**config.mk**
```make
export PLATFORM = sky130hd
export DESIGN_NAME = rv32i_decode_stage_flat
export DESIGN_NICKNAME = d
export VERILOG_FILES = /design/src/rtl/rv32i_pkg.sv /design/src/rtl/rv32i_decode_stage_if.sv /design/src/rtl/rv32i_imm_gen.sv /design/src/rtl/rv32i_decode_stage.sv /design/src/flat_wrapper.sv
export SDC_FILE = /design/constraint.sdc
export NUM_CORES = 1
export LEC_CHECK = 0
export ABC_AREA = 0
export CELL_PAD_IN_SITES_DETAIL_PLACEMENT = 1
export CELL_PAD_IN_SITES_GLOBAL_PLACEMENT = 1
export CORE_ASPECT_RATIO = 1.1
export CORE_MARGIN = 2
export CORE_UTILIZATION = 31
export DETAILED_ROUTE_END_ITERATION = 7
export GPL_ROUTABILITY_DRIVEN = 0
export GPL_TIMING_DRIVEN = 0
export PLACE_DENSITY = 0.89
export SYNTH_ARGS = -nofsm -noshare
export SYNTH_HDL_FRONTEND = slang
export SYNTH_HIERARCHICAL = 1
export SYNTH_SLANG_ARGS = --single-unit
```
**constraint.sdc**
```tcl
create_clock -name clk -period 4 [get_ports clk]
set_input_delay 0.8 -clock clk [delete_from_list [all_inputs] [get_ports clk]]
set_output_delay 0.8 -clock clk [all_outputs]
set_load 0.02 [all_outputs]
```
**src/rtl/rv32i_pkg.sv**
```systemverilog
// Shared RV32I decode types: opcode-class and immediate-format enums,
// base opcode constants, and the per-opcode control decode.
package rv32i_pkg;

    localparam int unsigned REG_AW = 5;
    localparam int unsigned INSTR_W = 32;

    typedef enum logic [3:0] {
        OP         = 4'd0,
        OP_IMM     = 4'd1,
        LOAD       = 4'd2,
        STORE      = 4'd3,
        BRANCH     = 4'd4,
        JAL        = 4'd5,
        JALR       = 4'd6,
        LUI        = 4'd7,
        AUIPC      = 4'd8,
        OP_ILLEGAL = 4'd9
    } op_class_t;

    typedef enum logic [2:0] {
        FMT_I    = 3'd0,
        FMT_S    = 3'd1,
        FMT_B    = 3'd2,
        FMT_U    = 3'd3,
        FMT_J    = 3'd4,
        FMT_NONE = 3'd5
    } imm_fmt_t;

    localparam logic [6:0] OPC_OP     = 7'b0110011;
    localparam logic [6:0] OPC_OP_IMM = 7'b0010011;
    localparam logic [6:0] OPC_LOAD   = 7'b0000011;
    localparam logic [6:0] OPC_STORE  = 7'b0100011;
    localparam logic [6:0] OPC_BRANCH = 7'b1100011;
    localparam logic [6:0] OPC_JAL    = 7'b1101111;
    localparam logic [6:0] OPC_JALR   = 7'b1100111;
    localparam logic [6:0] OPC_LUI    = 7'b0110111;
    localparam logic [6:0] OPC_AUIPC  = 7'b0010111;

    typedef struct packed {
        op_class_t op;
        imm_fmt_t  fmt;
        logic      uses_rs1;
        logic      uses_rs2;
        logic      reg_write;
        logic      mem_read;
        logic      mem_write;
        logic      illegal;
    } dec_t;

    // Opcode -> class, immediate format, operand usage and write controls.
    // reg_write here ignores rd==0; the caller masks that.
    function automatic dec_t decode_opcode(input logic [6:0] opc);
        dec_t d;
        d         = '0;
        d.op      = OP_ILLEGAL;
        d.fmt     = FMT_NONE;
        d.illegal = 1'b1;
        case (opc)
            OPC_OP:     begin d = '0; d.op = OP;     d.fmt = FMT_NONE; d.uses_rs1 = 1'b1; d.uses_rs2 = 1'b1; d.reg_write = 1'b1; end
            OPC_OP_IMM: begin d = '0; d.op = OP_IMM; d.fmt = FMT_I;    d.uses_rs1 = 1'b1; d.reg_write = 1'b1; end
            OPC_LOAD:   begin d = '0; d.op = LOAD;   d.fmt = FMT_I;    d.uses_rs1 = 1'b1; d.reg_write = 1'b1; d.mem_read = 1'b1; end
            OPC_STORE:  begin d = '0; d.op = STORE;  d.fmt = FMT_S;    d.uses_rs1 = 1'b1; d.uses_rs2 = 1'b1; d.mem_write = 1'b1; end
            OPC_BRANCH: begin d = '0; d.op = BRANCH; d.fmt = FMT_B;    d.uses_rs1 = 1'b1; d.uses_rs2 = 1'b1; end
            OPC_JAL:    begin d = '0; d.op = JAL;    d.fmt = FMT_J;    d.reg_write = 1'b1; end
            OPC_JALR:   begin d = '0; d.op = JALR;   d.fmt = FMT_I;    d.uses_rs1 = 1'b1; d.reg_write = 1'b1; end
            OPC_LUI:    begin d = '0; d.op = LUI;    d.fmt = FMT_U;    d.reg_write = 1'b1; end
            OPC_AUIPC:  begin d = '0; d.op = AUIPC;  d.fmt = FMT_U;    d.reg_write = 1'b1; end
            default:    ;
        endcase
        return d;
    endfunction

endpackage

```
**src/rtl/rv32i_decode_stage_if.sv**
```systemverilog
// ID-stage bus: IF/ID handshake, register-file read port, flush and the
// ID/EX register outputs. master = decode stage, slave = its neighbours.
interface rv32i_decode_stage_if #(parameter int unsigned XLEN = 32);
    import rv32i_pkg::*;

    logic                if_valid;
    logic                if_ready;
    logic [INSTR_W-1:0]  if_instr;
    logic [XLEN-1:0]     if_pc;
    logic [REG_AW-1:0]   rf_raddr1;
    logic [REG_AW-1:0]   rf_raddr2;
    logic [XLEN-1:0]     rf_rdata1;
    logic [XLEN-1:0]     rf_rdata2;
    logic                flush;
    logic                ex_ready;
    logic                ex_valid;
    logic [XLEN-1:0]     ex_pc;
    logic [XLEN-1:0]     ex_rs1_val;
    logic [XLEN-1:0]     ex_rs2_val;
    logic [XLEN-1:0]     ex_imm;
    logic [REG_AW-1:0]   ex_rs1;
    logic [REG_AW-1:0]   ex_rs2;
    logic [REG_AW-1:0]   ex_rd;
    op_class_t           ex_op;
    logic [2:0]          ex_funct3;
    logic                ex_funct7b5;
    logic                ex_reg_write;
    logic                ex_mem_read;
    logic                ex_mem_write;
    logic                ex_illegal;

    modport master (
        input  if_valid, if_instr, if_pc, rf_rdata1, rf_rdata2, flush, ex_ready,
        output if_ready, rf_raddr1, rf_raddr2,
        output ex_valid, ex_pc, ex_rs1_val, ex_rs2_val, ex_imm, ex_rs1, ex_rs2, ex_rd,
        output ex_op, ex_funct3, ex_funct7b5, ex_reg_write, ex_mem_read, ex_mem_write, ex_illegal
    );

    modport slave (
        output if_valid, if_instr, if_pc, rf_rdata1, rf_rdata2, flush, ex_ready,
        input  if_ready, rf_raddr1, rf_raddr2,
        input  ex_valid, ex_pc, ex_rs1_val, ex_rs2_val, ex_imm, ex_rs1, ex_rs2, ex_rd,
        input  ex_op, ex_funct3, ex_funct7b5, ex_reg_write, ex_mem_read, ex_mem_write, ex_illegal
    );

endinterface

```
**src/rtl/rv32i_imm_gen.sv**
```systemverilog
// Combinational immediate generator.
// Ports: i_instr  instruction bits [31:7] (opcode not needed)
//        i_fmt    immediate format selected by the opcode decode
//        o_imm    sign-extended (U: zero-filled low bits) immediate
module rv32i_imm_gen
    import rv32i_pkg::*;
#(
    parameter int unsigned XLEN = 32
) (
    input  logic [31:7]     i_instr,
    input  imm_fmt_t        i_fmt,
    output logic [XLEN-1:0] o_imm
);

    logic signed [11:0] w_imm_i;
    logic signed [11:0] w_imm_s;
    logic signed [12:0] w_imm_b;
    logic signed [31:0] w_imm_u;
    logic signed [20:0] w_imm_j;

    assign w_imm_i = i_instr[31:20];
    assign w_imm_s = {i_instr[31:25], i_instr[11:7]};
    assign w_imm_b = {i_instr[31], i_instr[7], i_instr[30:25], i_instr[11:8], 1'b0};
    assign w_imm_u = {i_instr[31:12], 12'b0};
    assign w_imm_j = {i_instr[31], i_instr[19:12], i_instr[20], i_instr[30:21], 1'b0};

    // Signed sources make the width casts sign-extend to XLEN.
    always_comb begin
        o_imm = '0;
        case (i_fmt)
            FMT_I:   o_imm = XLEN'(w_imm_i);
            FMT_S:   o_imm = XLEN'(w_imm_s);
            FMT_B:   o_imm = XLEN'(w_imm_b);
            FMT_U:   o_imm = XLEN'(w_imm_u);
            FMT_J:   o_imm = XLEN'(w_imm_j);
            default: o_imm = '0;
        endcase
    end

endmodule

```
**src/rtl/rv32i_decode_stage.sv**
```systemverilog
// RV32I ID stage: decodes the IF/ID instruction, drives the register-file
// read addresses, detects load-use hazards (one bubble each) and owns the
// ID/EX pipeline register, with synchronous flush.
// Ports: clk  rising-edge clock
//        rst  synchronous active-high reset
//        bus  rv32i_decode_stage_if.master (IF/ID handshake, RF read port,
//             flush, ID/EX outputs)
module rv32i_decode_stage
    import rv32i_pkg::*;
#(
    parameter int unsigned    XLEN     = 32,
    parameter logic [XLEN-1:0] RESET_PC = '0
) (
    input  logic                  clk,
    input  logic                  rst,
    rv32i_decode_stage_if.master  bus
);

    logic [REG_AW-1:0] w_rs1;
    logic [REG_AW-1:0] w_rs2;
    logic [REG_AW-1:0] w_rd;
    dec_t              w_dec;
    logic [XLEN-1:0]   w_imm;
    logic              w_advance;
    logic              w_hazard;
    logic              w_reg_write;

    logic              r_valid;
    logic [XLEN-1:0]   r_pc;
    logic [XLEN-1:0]   r_rs1_val;
    logic [XLEN-1:0]   r_rs2_val;
    logic [XLEN-1:0]   r_imm;
    logic [REG_AW-1:0] r_rs1;
    logic [REG_AW-1:0] r_rs2;
    logic [REG_AW-1:0] r_rd;
    op_class_t         r_op;
    logic [2:0]        r_funct3;
    logic              r_funct7b5;
    logic              r_reg_write;
    logic              r_mem_read;
    logic              r_mem_write;
    logic              r_illegal;

    // Field extraction and decode; RF addresses ignore if_valid.
    assign w_rs1   = bus.if_instr[19:15];
    assign w_rs2   = bus.if_instr[24:20];
    assign w_rd    = bus.if_instr[11:7];
    assign w_dec   = decode_opcode(bus.if_instr[6:0]);
    assign w_reg_write = w_dec.reg_write & (w_rd != '0);

    assign bus.rf_raddr1 = w_rs1;
    assign bus.rf_raddr2 = w_rs2;

    rv32i_imm_gen #(.XLEN(XLEN)) u_imm_gen (
        .i_instr (bus.if_instr[31:7]),
        .i_fmt   (w_dec.fmt),
        .o_imm   (w_imm)
    );

    // A load in EX whose rd feeds an operand of the ID instruction.
    assign w_advance = ~r_valid | bus.ex_ready;
    assign w_hazard  = r_valid & r_mem_read & (r_rd != '0) &
                       (((r_rd == w_rs1) & w_dec.uses_rs1) |
                        ((r_rd == w_rs2) & w_dec.uses_rs2));

    // Flush always consumes (and discards) the IF/ID instruction.
    assign bus.if_ready = bus.flush | (w_advance & ~w_hazard);

    // ID/EX register: reset > flush > bubble/empty/capture > hold.
    always_ff @(posedge clk) begin
        if (rst) begin
            r_valid     <= 1'b0;
            r_pc        <= RESET_PC;
            r_rs1_val   <= '0;
            r_rs2_val   <= '0;
            r_imm       <= '0;
            r_rs1       <= '0;
            r_rs2       <= '0;
            r_rd        <= '0;
            r_op        <= OP;
            r_funct3    <= '0;
            r_funct7b5  <= 1'b0;
            r_reg_write <= 1'b0;
            r_mem_read  <= 1'b0;
            r_mem_write <= 1'b0;
            r_illegal   <= 1'b0;
        end else if (bus.flush || (w_advance && (w_hazard || !bus.if_valid))) begin
            r_valid     <= 1'b0;
            r_reg_write <= 1'b0;
            r_mem_read  <= 1'b0;
            r_mem_write <= 1'b0;
            r_illegal   <= 1'b0;
        end else if (w_advance) begin
            r_valid     <= 1'b1;
            r_pc        <= bus.if_pc;
            r_rs1_val   <= bus.rf_rdata1;
            r_rs2_val   <= bus.rf_rdata2;
            r_imm       <= w_imm;
            r_rs1       <= w_rs1;
            r_rs2       <= w_rs2;
            r_rd        <= w_rd;
            r_op        <= w_dec.op;
            r_funct3    <= bus.if_instr[14:12];
            r_funct7b5  <= bus.if_instr[30];
            r_reg_write <= w_reg_write;
            r_mem_read  <= w_dec.mem_read;
            r_mem_write <= w_dec.mem_write;
            r_illegal   <= w_dec.illegal;
        end
    end

    assign bus.ex_valid     = r_valid;
    assign bus.ex_pc        = r_pc;
    assign bus.ex_rs1_val   = r_rs1_val;
    assign bus.ex_rs2_val   = r_rs2_val;
    assign bus.ex_imm       = r_imm;
    assign bus.ex_rs1       = r_rs1;
    assign bus.ex_rs2       = r_rs2;
    assign bus.ex_rd        = r_rd;
    assign bus.ex_op        = r_op;
    assign bus.ex_funct3    = r_funct3;
    assign bus.ex_funct7b5  = r_funct7b5;
    assign bus.ex_reg_write = r_reg_write;
    assign bus.ex_mem_read  = r_mem_read;
    assign bus.ex_mem_write = r_mem_write;
    assign bus.ex_illegal   = r_illegal;

endmodule

```
**src/flat_wrapper.sv**
```systemverilog
// flat-port wrapper written by rule: the top's interface ports become plain ports
module rv32i_decode_stage_flat import rv32i_pkg::*;
#(
    parameter int unsigned    XLEN     = 32,
    parameter logic [XLEN-1:0] RESET_PC = '0
)
  (clk, rst, bus_if_valid, bus_if_instr, bus_if_pc, bus_rf_rdata1, bus_rf_rdata2, bus_flush, bus_ex_ready, bus_if_ready, bus_rf_raddr1, bus_rf_raddr2, bus_ex_valid, bus_ex_pc, bus_ex_rs1_val, bus_ex_rs2_val, bus_ex_imm, bus_ex_rs1, bus_ex_rs2, bus_ex_rd, bus_ex_op, bus_ex_funct3, bus_ex_funct7b5, bus_ex_reg_write, bus_ex_mem_read, bus_ex_mem_write, bus_ex_illegal);
  rv32i_decode_stage_if #(.XLEN(XLEN)) bus_i ();
  input  logic clk;
  input  logic rst;
  input wire logic [$bits(bus_i.if_valid)-1:0] bus_if_valid;
  input wire logic [$bits(bus_i.if_instr)-1:0] bus_if_instr;
  input wire logic [$bits(bus_i.if_pc)-1:0] bus_if_pc;
  input wire logic [$bits(bus_i.rf_rdata1)-1:0] bus_rf_rdata1;
  input wire logic [$bits(bus_i.rf_rdata2)-1:0] bus_rf_rdata2;
  input wire logic [$bits(bus_i.flush)-1:0] bus_flush;
  input wire logic [$bits(bus_i.ex_ready)-1:0] bus_ex_ready;
  output wire logic [$bits(bus_i.if_ready)-1:0] bus_if_ready;
  output wire logic [$bits(bus_i.rf_raddr1)-1:0] bus_rf_raddr1;
  output wire logic [$bits(bus_i.rf_raddr2)-1:0] bus_rf_raddr2;
  output wire logic [$bits(bus_i.ex_valid)-1:0] bus_ex_valid;
  output wire logic [$bits(bus_i.ex_pc)-1:0] bus_ex_pc;
  output wire logic [$bits(bus_i.ex_rs1_val)-1:0] bus_ex_rs1_val;
  output wire logic [$bits(bus_i.ex_rs2_val)-1:0] bus_ex_rs2_val;
  output wire logic [$bits(bus_i.ex_imm)-1:0] bus_ex_imm;
  output wire logic [$bits(bus_i.ex_rs1)-1:0] bus_ex_rs1;
  output wire logic [$bits(bus_i.ex_rs2)-1:0] bus_ex_rs2;
  output wire logic [$bits(bus_i.ex_rd)-1:0] bus_ex_rd;
  output wire logic [$bits(bus_i.ex_op)-1:0] bus_ex_op;
  output wire logic [$bits(bus_i.ex_funct3)-1:0] bus_ex_funct3;
  output wire logic [$bits(bus_i.ex_funct7b5)-1:0] bus_ex_funct7b5;
  output wire logic [$bits(bus_i.ex_reg_write)-1:0] bus_ex_reg_write;
  output wire logic [$bits(bus_i.ex_mem_read)-1:0] bus_ex_mem_read;
  output wire logic [$bits(bus_i.ex_mem_write)-1:0] bus_ex_mem_write;
  output wire logic [$bits(bus_i.ex_illegal)-1:0] bus_ex_illegal;
  assign bus_i.if_valid = bus_if_valid;
  assign bus_i.if_instr = bus_if_instr;
  assign bus_i.if_pc = bus_if_pc;
  assign bus_i.rf_rdata1 = bus_rf_rdata1;
  assign bus_i.rf_rdata2 = bus_rf_rdata2;
  assign bus_i.flush = bus_flush;
  assign bus_i.ex_ready = bus_ex_ready;
  assign bus_if_ready = bus_i.if_ready;
  assign bus_rf_raddr1 = bus_i.rf_raddr1;
  assign bus_rf_raddr2 = bus_i.rf_raddr2;
  assign bus_ex_valid = bus_i.ex_valid;
  assign bus_ex_pc = bus_i.ex_pc;
  assign bus_ex_rs1_val = bus_i.ex_rs1_val;
  assign bus_ex_rs2_val = bus_i.ex_rs2_val;
  assign bus_ex_imm = bus_i.ex_imm;
  assign bus_ex_rs1 = bus_i.ex_rs1;
  assign bus_ex_rs2 = bus_i.ex_rs2;
  assign bus_ex_rd = bus_i.ex_rd;
  assign bus_ex_op = bus_i.ex_op;
  assign bus_ex_funct3 = bus_i.ex_funct3;
  assign bus_ex_funct7b5 = bus_i.ex_funct7b5;
  assign bus_ex_reg_write = bus_i.ex_reg_write;
  assign bus_ex_mem_read = bus_i.ex_mem_read;
  assign bus_ex_mem_write = bus_i.ex_mem_write;
  assign bus_ex_illegal = bus_i.ex_illegal;
  rv32i_decode_stage #(.XLEN(XLEN), .RESET_PC(RESET_PC)) u_core (.clk(clk), .rst(rst), .bus(bus_i));
endmodule
```
# Word level (Yosys, flattened, before mapping)
# Cells that the tools add are included.
totals:
  reg_bits: 156
  inputBits: 133
  output_inout_bits: 167
classes:
  n_eq_ne: 15
  mux: 2
  bitwise: 13
  n_reduce_logical: 9
op_table:
  columns: ["op", "count"]
  rows:
  - ["$pmux 32 s5", 1]
  - ["$pmux 13 s9", 1]
  - ["$eq 7x6->1 const B", 3]
  - ["$eq 7x7->1 const B", 3]
  - ["$eq 7x5->1 const B", 2]
  - ["$eq 5x5->1", 2]
  - ["$reduce_bool 5->1", 2]
  - ["$and 1x1->1", 7]
  - ["$eq 7x2->1 const B", 1]
  - ["$eq 3x2->1 const B", 2]
  - ["$eq 3x1->1 const B", 1]
  - ["$eq 3x3->1 const B", 1]
  - ["$logic_not 3->1", 1]
  - ["$not 1->1", 3]
  - ["$or 1x1->1", 3]
  - ["$logic_or 1x1->1", 2]
  - ["$reduce_and 2->1", 1]
  - ["$reduce_or 2->1", 1]
  - ["$logic_and 1x1->1", 1]
  - ["$logic_not 1->1", 1]

# Depth between registers and ports, before layout
# Gate-level depths: netlist (run 1).
logic_depth:
  word_depth: 10
  ltp_mapped: 13
  mapped_depth_nobuf: 10

# By module
# Netlist (run 1), hierarchy kept.
modules_own_cells:
  columns: ["module", "n_inst", "cells_each", "area_each_um2"]
  rows:
  - ["rv32i_decode_stage", 1, 786, 6944.2]
  - ["rv32i_imm_gen", 1, 94, 540.5]

# Least setup slack after synthesis (run 1)
# OpenSTA, ideal clock, no wires.
synth_path:
  path_kind: "input-to-output"
  from: "input bus_if_instr[3]"
  to: "output bus_if_ready"
  arrival_ps: 2641
  required_time_ps: 3200
  path_slack_ps: 559
  path_stages: 8
  path_buffers: 3
  path_cell_list: "buf_6 a211o_1 or4_4 nor4_4 o21ai_2 buf_2 buf_2 a21o_1"
synth_between:
  elab_chain_len: 8
  word_cells_on_any_way: 17
  classes_between: "9 x eq/ne; 1 x mux; 7 x bitwise"
synth_rtl:
  columns: ["item", "line", "source"]
  rows:
  - ["from (decl)", "flat_wrapper.sv:12", "input wire logic [$bits(bus_i.if_instr)-1:0] bus_if_instr;"]
  - ["$eq 7x5->1 (tied with other cells)", "rv32i_pkg.sv:59", "case (opc)"]
  - ["$pmux 13 s9 *", "rv32i_pkg.sv:59", null]
  - ["$and 1x1->1 (on tied branches)", "rv32i_decode_stage.sv:63, rv32i_decode_stage.sv:64", null]
  - ["$or 1x1->1 *", "rv32i_decode_stage.sv:63", "(((r_rd == w_rs1) & w_dec.uses_rs1) |"]
  - ["$and 1x1->1 *", "rv32i_decode_stage.sv:62", "assign w_hazard = r_valid & r_mem_read & (r_rd != '0) &"]
  - ["$not 1->1 *", "rv32i_decode_stage.sv:67", "assign bus.if_ready = bus.flush | (w_advance & ~w_hazard);"]
  - ["$and 1x1->1 *", "rv32i_decode_stage.sv:67", null]
  - ["$or 1x1->1 *", "rv32i_decode_stage.sv:67", null]
  - ["to (decl)", "flat_wrapper.sv:18", "output wire logic [$bits(bus_i.if_ready)-1:0] bus_if_ready;"]
# Every way passes the cells marked *; elsewhere a longest branch is shown, timed or not.

# Final worst setup path (run 1)
layout_path:
  from: "input bus_if_instr[18]"
  to: "output bus_if_ready"
layout_between:
  elab_chain_len: 7
layout_rtl:
  columns: ["item", "line"]
  rows:
  - ["$eq 5x5->1", "rv32i_decode_stage.sv:63"]
  - ["$and 1x1->1", "rv32i_decode_stage.sv:63"]
  - ["$or 1x1->1", "rv32i_decode_stage.sv:63"]
  - ["$and 1x1->1", "rv32i_decode_stage.sv:62"]
  - ["$not 1->1", "rv32i_decode_stage.sv:67"]
  - ["$and 1x1->1", "rv32i_decode_stage.sv:67"]
  - ["$or 1x1->1", "rv32i_decode_stage.sv:67"]
# No other way between the ends.

==> results of run 1 <==
## timing repair
action                     in CTS  in global routing
hold buffers                    0                  0
setup endpoints to repair       1                  1
setup buffers                   2                  0
resized for setup              10                  0
pin swaps                       2                  1
## critical path: stages
cell	delay, ns
clkdlybuf4s50_1	0.62
xnor2_1	0.28
nand3_1	0.12
nor3_1	0.47
o21ai_4	0.13
buf_8	0.19
a21o_1	0.18
clkdlybuf4s15_2	0.25
## layer usage
metal	vias up	track usage	wire (microns)
met5	-	0	0
met4	0	0.0837	686
met3	44	0.0684	2090
met2	275	0.406	15000
met1	3849	0.263	12100
li1	3799	-	-
## cells by family after synthesis
logic type	count (synthesis)	synth area share
compound gates	354	0.299
xor+xnor	11	0.0129
fa+ha+maj	1	0.00150
buf+inv	116	0.0988
flops	156	0.417
mux	5	0.00736
simple gates	237	0.163
## layout by cell type, fill, tap and decap left out, drive strengths merged, types with 2 or more instances in the layout
cell type / n
and3b: 2
dlygate4sd1: 2
nand2: 27
a31oi: 2
a21oi: 168
dfxtp: 156
clkinvlp: 2
nand3: 151
xor2: 8
diode: 2
clkinv: 2
nor3: 8
buf: 56
nand2b: 9
and2b: 2
o21ai: 155
a32oi: 2
dlygate4sd2: 2
nor2: 15
clkbuf: 68
mux2: 4
nor2b: 8
or4: 3
a311oi: 2
clkdlybuf4s50: 295
o21a: 2
xnor2: 3
a22oi: 2
and4: 2
o22ai: 13
inv: 19
nor4: 5
and2: 2
## metrics by stage
stage | utilization | worst slack, ns | std cells | total power [mW]
final | 0.484 | 0.147 | 1518 | 3.93
after global routing | 0.484 | 0.0213 | 1518 | 4.09
after CTS | 0.484 | 0.00404 | 1516 | 3.97
after detailed placement | 0.458 | -0.732 | 1483 | 2.34
after global placement | 0.458 | -0.705 | 1483 | 2.32
after floorplan | - | 0.559 | 880 | 1.98
## state kept, by name, summed over array words and instances, names as in the netlist, 3 cells and up
name                   cells
u_core/bus.ex_op           4
u_core/bus.ex_pc          32
u_core/bus.ex_funct3       3
u_core/bus.ex_imm         32
u_core/bus.ex_rd           5
u_core/bus.ex_rs2          5
u_core/bus.ex_rs1_val     32
u_core/bus.ex_rs2_val     32
u_core/bus.ex_rs1          5
## layout make-up
cell class | instances | area (sq um)
Buffer | 106 | 711
Tap cell | 305 | 382
Fill cell | 2756 | 12200
Sequential cell | 156 | 3120
Timing Repair Buffer | 300 | 3000
Inverter | 9 | 33.8
Clock buffer | 18 | 439
Multi-Input combinational cell | 608 | 3640
Clock inverter | 14 | 145
Antenna cell | 2 | 5.00
## path summary, 6_finish.rpt
kind	from	cells past startpoint	end	slack [ns]
max	bus_if_instr[18]	8	bus_if_ready	0.15
max reg2reg	u_core/bus.ex_valid	6	u_core/bus.ex_imm[10]	0.91
min reg2reg	u_core/bus.ex_pc[8]	2	u_core/bus.ex_pc[8]	0.48
min	u_core/bus.ex_pc[8]	2	u_core/bus.ex_pc[8]	0.48
## power by group through the flow
stage               Combinational [mW]  Clock (mW)  Sequential [mW]
finish                           0.660        1.63             1.65
global placement                 0.643           0             1.68
CTS                              0.661        1.66             1.65
global route                     0.704        1.74             1.65
floorplan                        0.232           0             1.75
detailed placement               0.656           0             1.68
==> impl_metrics.tcl, run 1 <==
set metrics [dict create \
    core-area_sq_mm 0.0237 \
    fin_crit_ns 3.85 \
    synth.area.top_cells "dfxtp_1 42%, a21oi_2 12%, nand3_1 10%, o21ai_1 6.6%, a21oi_1 4.5%" \
    cts_sinks 156 \
    maxSlewViolCount 0 \
    grt_start_max_net_pins 20 \
    min_period_over_period 0.963 \
    dieArea_sq_mm 0.0254 \
    rsz0062_at_grt "false" \
    hold_viol 0 \
    wirelength_microns 29800 \
    cts_tree "yes" \
    setup_viol 0 \
    antenna_found_initial 2 \
    yosysTopAreaCell "dfxtp_1" \
    leakage_nw 3.83 \
    clkTransAtPathRegs_ns 0.07 \
    synth_cells 880 \
    worst_pin_slew_ns 1.13 \
    whs_ns 0.484 \
    synth_edf_count 0 \
    design_area_sq_mm 0.0115 \
    skew_ns 0.0115 \
    syn_nets 1013 \
    drt_drc_violations_left 0 \
    setup.worst_path.class "in2out" \
    grt_usage 0.230 \
    io_pins 300 \
    cts_root_buf "clkbuf_16" \
    die_h_microns 167 \
    place_area_sq_mm 0.0108 \
    drive_gt1_frac 0.162 \
    synth-main-ff-cell "dfxtp_1" \
    synth_area_sq_mm 0.00748 \
    yosysTopAreaCellShare 0.417 \
    hp-class "reg2reg" \
    synth_seq_cells 156 \
    vias 7967 \
    htreeDepth 4 \
    cts-buffers-inserted 17 \
    port_buffers 298 \
    ant_nets 0 \
    outcome "completed" \
    clk_latency_ns 0.43 \
    crit_fanout 19 \
    end_kind "primary output" \
    final_net_count 1331 \
    crit_arrival_ns 3.05 \
    p_sw_mw 1.16 \
    intPower_mw 2.78 \
    start_util 0.316 \
    routed_via_density 5.25 \
    required_ns 3.20 \
    finalSetupTns_ns 0 \
    avgSynthCellArea_sq_um 8.51 \
    grt_pass1_vias 8488 \
    max-slew-margin-rel 0.243 \
    yosysMostFrequentCell "dfxtp_1" \
    avgRoutedWirePerCell_microns 19.6 \
    ir_worst_vdd_uv 256 \
    syn2layout_area_growth_pct 53.3 \
    drt_iter0_markers 411 \
    overflow 0 \
    crit_path_start_kind "primary input" \
    ys_seq_area_frac 0.417 \
    p_comb_frac 0.168 \
    p_seq_frac 0.418 \
    first_pass_iters 5 \
    cts_buffer_depth 2 \
    power.density_mw_per_mm2 343 \
    async_reset_ff_frac 0 \
    maxCapViolations 0 \
    ys.warnings.count 6 \
    p_sw_frac 0.294 \
    die_width_microns 152 \
    grt_pass1_wl_microns 46800 \
    yosysUniqueCellTypes 54 \
    synth_common_cells "156 x dfxtp_1, 151 x nand3_1, 100 x a21oi_2" \
    fmax_mhz 260 \
    clkPwrFrac 0.414 \
    rows 59 \
    dp_hpwl_microns 22300 \
]
Note: power is estimated with default switching activity, not from simulation.
==> inputs of run 2 (changes only) <==
--- a/config.mk
+++ b/config.mk
@@ -9,7 +9,7 @@
 export CELL_PAD_IN_SITES_DETAIL_PLACEMENT = 1
 export CELL_PAD_IN_SITES_GLOBAL_PLACEMENT = 1
 export CORE_ASPECT_RATIO = 1.1
-export CORE_MARGIN = 2
+export CORE_MARGIN = 4
 export CORE_UTILIZATION = 31
 export DETAILED_ROUTE_END_ITERATION = 7
 export GPL_ROUTABILITY_DRIVEN = 0
==> run 2 against run 1 <==
  * Flip-flop and latch count did not move
  * Via count increased by 1.0%
  * Die area is 5.1% higher
  * Cell area is 0.28% higher
  * Hold slack worse by 0.0020 ns
  * Combinational power hardly changed
  * Worst setup slack lost 0.020 ns
  * Final cell count unchanged
  * Global-route usage down 0.69 points
  * Largest cell class unchanged
  * Highest routed layer unchanged
==> impl_metrics.tcl, run 2 (synthesis gave the netlist of run 1 again) <==
set metrics [dict create \
    setup_viol 0 \
    required_ns 3.20 \
    drt-met1-wl_microns 12600 \
    total_power_mw 4.00 \
    drt_drc_violations_left 0 \
    ir_worst_vdd_uv 289 \
    routed-wl-met3_microns 2260 \
    crit_fanout 19 \
    slowest_stage "or4_4" \
    clkTransAtPathRegs_ns 0.07 \
    dp_hpwl_microns 23000 \
    cts_root_buf "clkbuf_16" \
    outcome "completed" \
    skew_ns 0.0127 \
    first_pass_iters 5 \
    drive_gt1_frac 0.162 \
    htreeDepth 4 \
    power.density_mw_per_mm2 348 \
    ant_nets 0 \
    rows 59 \
    crit_chain "clkdlybuf4s50_1 -> a211o_1 -> or4_4 -> nor4_4 -> o21ai_4 -> buf_6 -> a21o_1 -> clkdlybuf4s15_2" \
    instances_no_fill 1518 \
    max-slew-margin-rel 0.160 \
    place_area_sq_mm 0.0108 \
    dieArea_sq_mm 0.0267 \
    rsz0062_at_grt "false" \
    cts-buffers-inserted 17 \
    grt_pass1_vias 8580 \
    dp_cells 1483 \
    leakage_nw 3.84 \
    die_width_microns 156 \
    routed_via_density 5.30 \
    maxCapViolations 0 \
    core-area_sq_mm 0.0237 \
    min_period_over_period 0.968 \
    start_util 0.316 \
    crit_path_start_kind "primary input" \
    clk_latency_ns 0.43 \
    port_buffers 298 \
    wirelength_microns 31100 \
    whs_ns 0.482 \
    grt_usage 0.223 \
    cts_tree "yes" \
    postCtsHoldBufs 0 \
    antenna_found_initial 2 \
    fmax_mhz 258 \
    die_h_microns 171 \
    final_net_count 1331 \
    final_common_cell "clkdlybuf4s50_1" \
    fin_crit_ns 3.87 \
    maxSlewViolCount 0 \
    io_pins 300 \
    final_cell_mix "296 x clkdlybuf4s50_1, 156 x dfxtp_1, 151 x nand3_1" \
    fillCellCount 2800 \
    vias 8048 \
    overflow 0 \
    cts_buffer_depth 2 \
    crit_family "buffers and inverters" \
    crit_arrival_ns 3.07 \
    hp-class "reg2reg" \
    drt_iter0_markers 368 \
    hold_viol 0 \
    met2WireLength_microns 15200 \
    top_layer "met4" \
    setup.worst_path.class "in2out" \
    end_kind "primary output" \
    worst_pin_slew_ns 1.26 \
    design_area_sq_mm 0.0115 \
    finalSetupTns_ns 0 \
    max_stage_delay_ns 0.55 \
    critPathBufInv 3 \
    cts_sinks 156 \
    grt_pass1_wl_microns 47300 \
    syn2layout_area_growth_pct 53.7 \
    grt_start_max_net_pins 20 \
    avgRoutedWirePerCell_microns 20.5 \
]
run 2: path summary, 6_finish.rpt:
check,start,to,slack (ns),depth (start not counted)
min,u_core/bus.ex_pc[22],u_core/bus.ex_pc[22],0.48,2
min reg2reg,u_core/bus.ex_pc[22],u_core/bus.ex_pc[22],0.48,2
max,bus_if_instr[4],bus_if_ready,0.13,8
max reg2reg,u_core/bus.ex_valid,u_core/bus.ex_imm[11],0.86,6
run 2: metal layers:
| layer | global-route usage | up-vias |
|---|---|---|
| li1 | - | 3787 |
| met1 | 0.269 | 3917 |
| met2 | 0.378 | 290 |
| met3 | 0.0632 | 54 |
| met4 | 0.0845 | 0 |
| met5 | 0 | - |
run 2: where the power goes:
| part | internal, mW | total, mW | leakage (nW) | switching (mW) |
|---|---|---|---|---|
| clock network | 0.943 | 1.69 | 0.284 | 0.752 |
| registers | 1.61 | 1.65 | 1.27 | 0.0339 |
| logic | 0.314 | 0.662 | 2.28 | 0.348 |
| total | 2.87 | 4.00 | 3.84 | 1.13 |
run 2: final cells by class:
class / instances / area, sq um / area share
diodes: 2 / 5.00 / 0.000435
plain buffers: 106 / 707 / 0.0615
clock buffers: 17 / 425 / 0.0370
clock inverters: 15 / 181 / 0.0158
inverters: 9 / 33.8 / 0.00294
multi-input cells: 608 / 3640 / 0.317
flip-flops and latches: 156 / 3120 / 0.271
well taps: 305 / 382 / 0.0332
repair buffers: 300 / 3000 / 0.261
run 2: timing repair:
item | in CTS | in global routing
buffers inserted | 2 | 0
gates resized for setup | 7 | 2
pin swaps | 3 | 1
setup endpoints to repair | 1 | 1
run 2: through the flow:
stage          setup slack, ns  utilization
6_report                 0.128        0.485
5_1_grt                 0.0445        0.485
4_1_cts                0.00538        0.485
3_5_place_dp            -0.731        0.458
3_3_place_gp            -0.705        0.458
2_1_floorplan            0.559            -
run 2: worst register-to-register path, delay by kind of cell (launching register included):
family	cells	cell delay, ns
flops	1	0.34
compound gates	1	0.16
simple gates	3	1.43
buf+inv	2	1.14
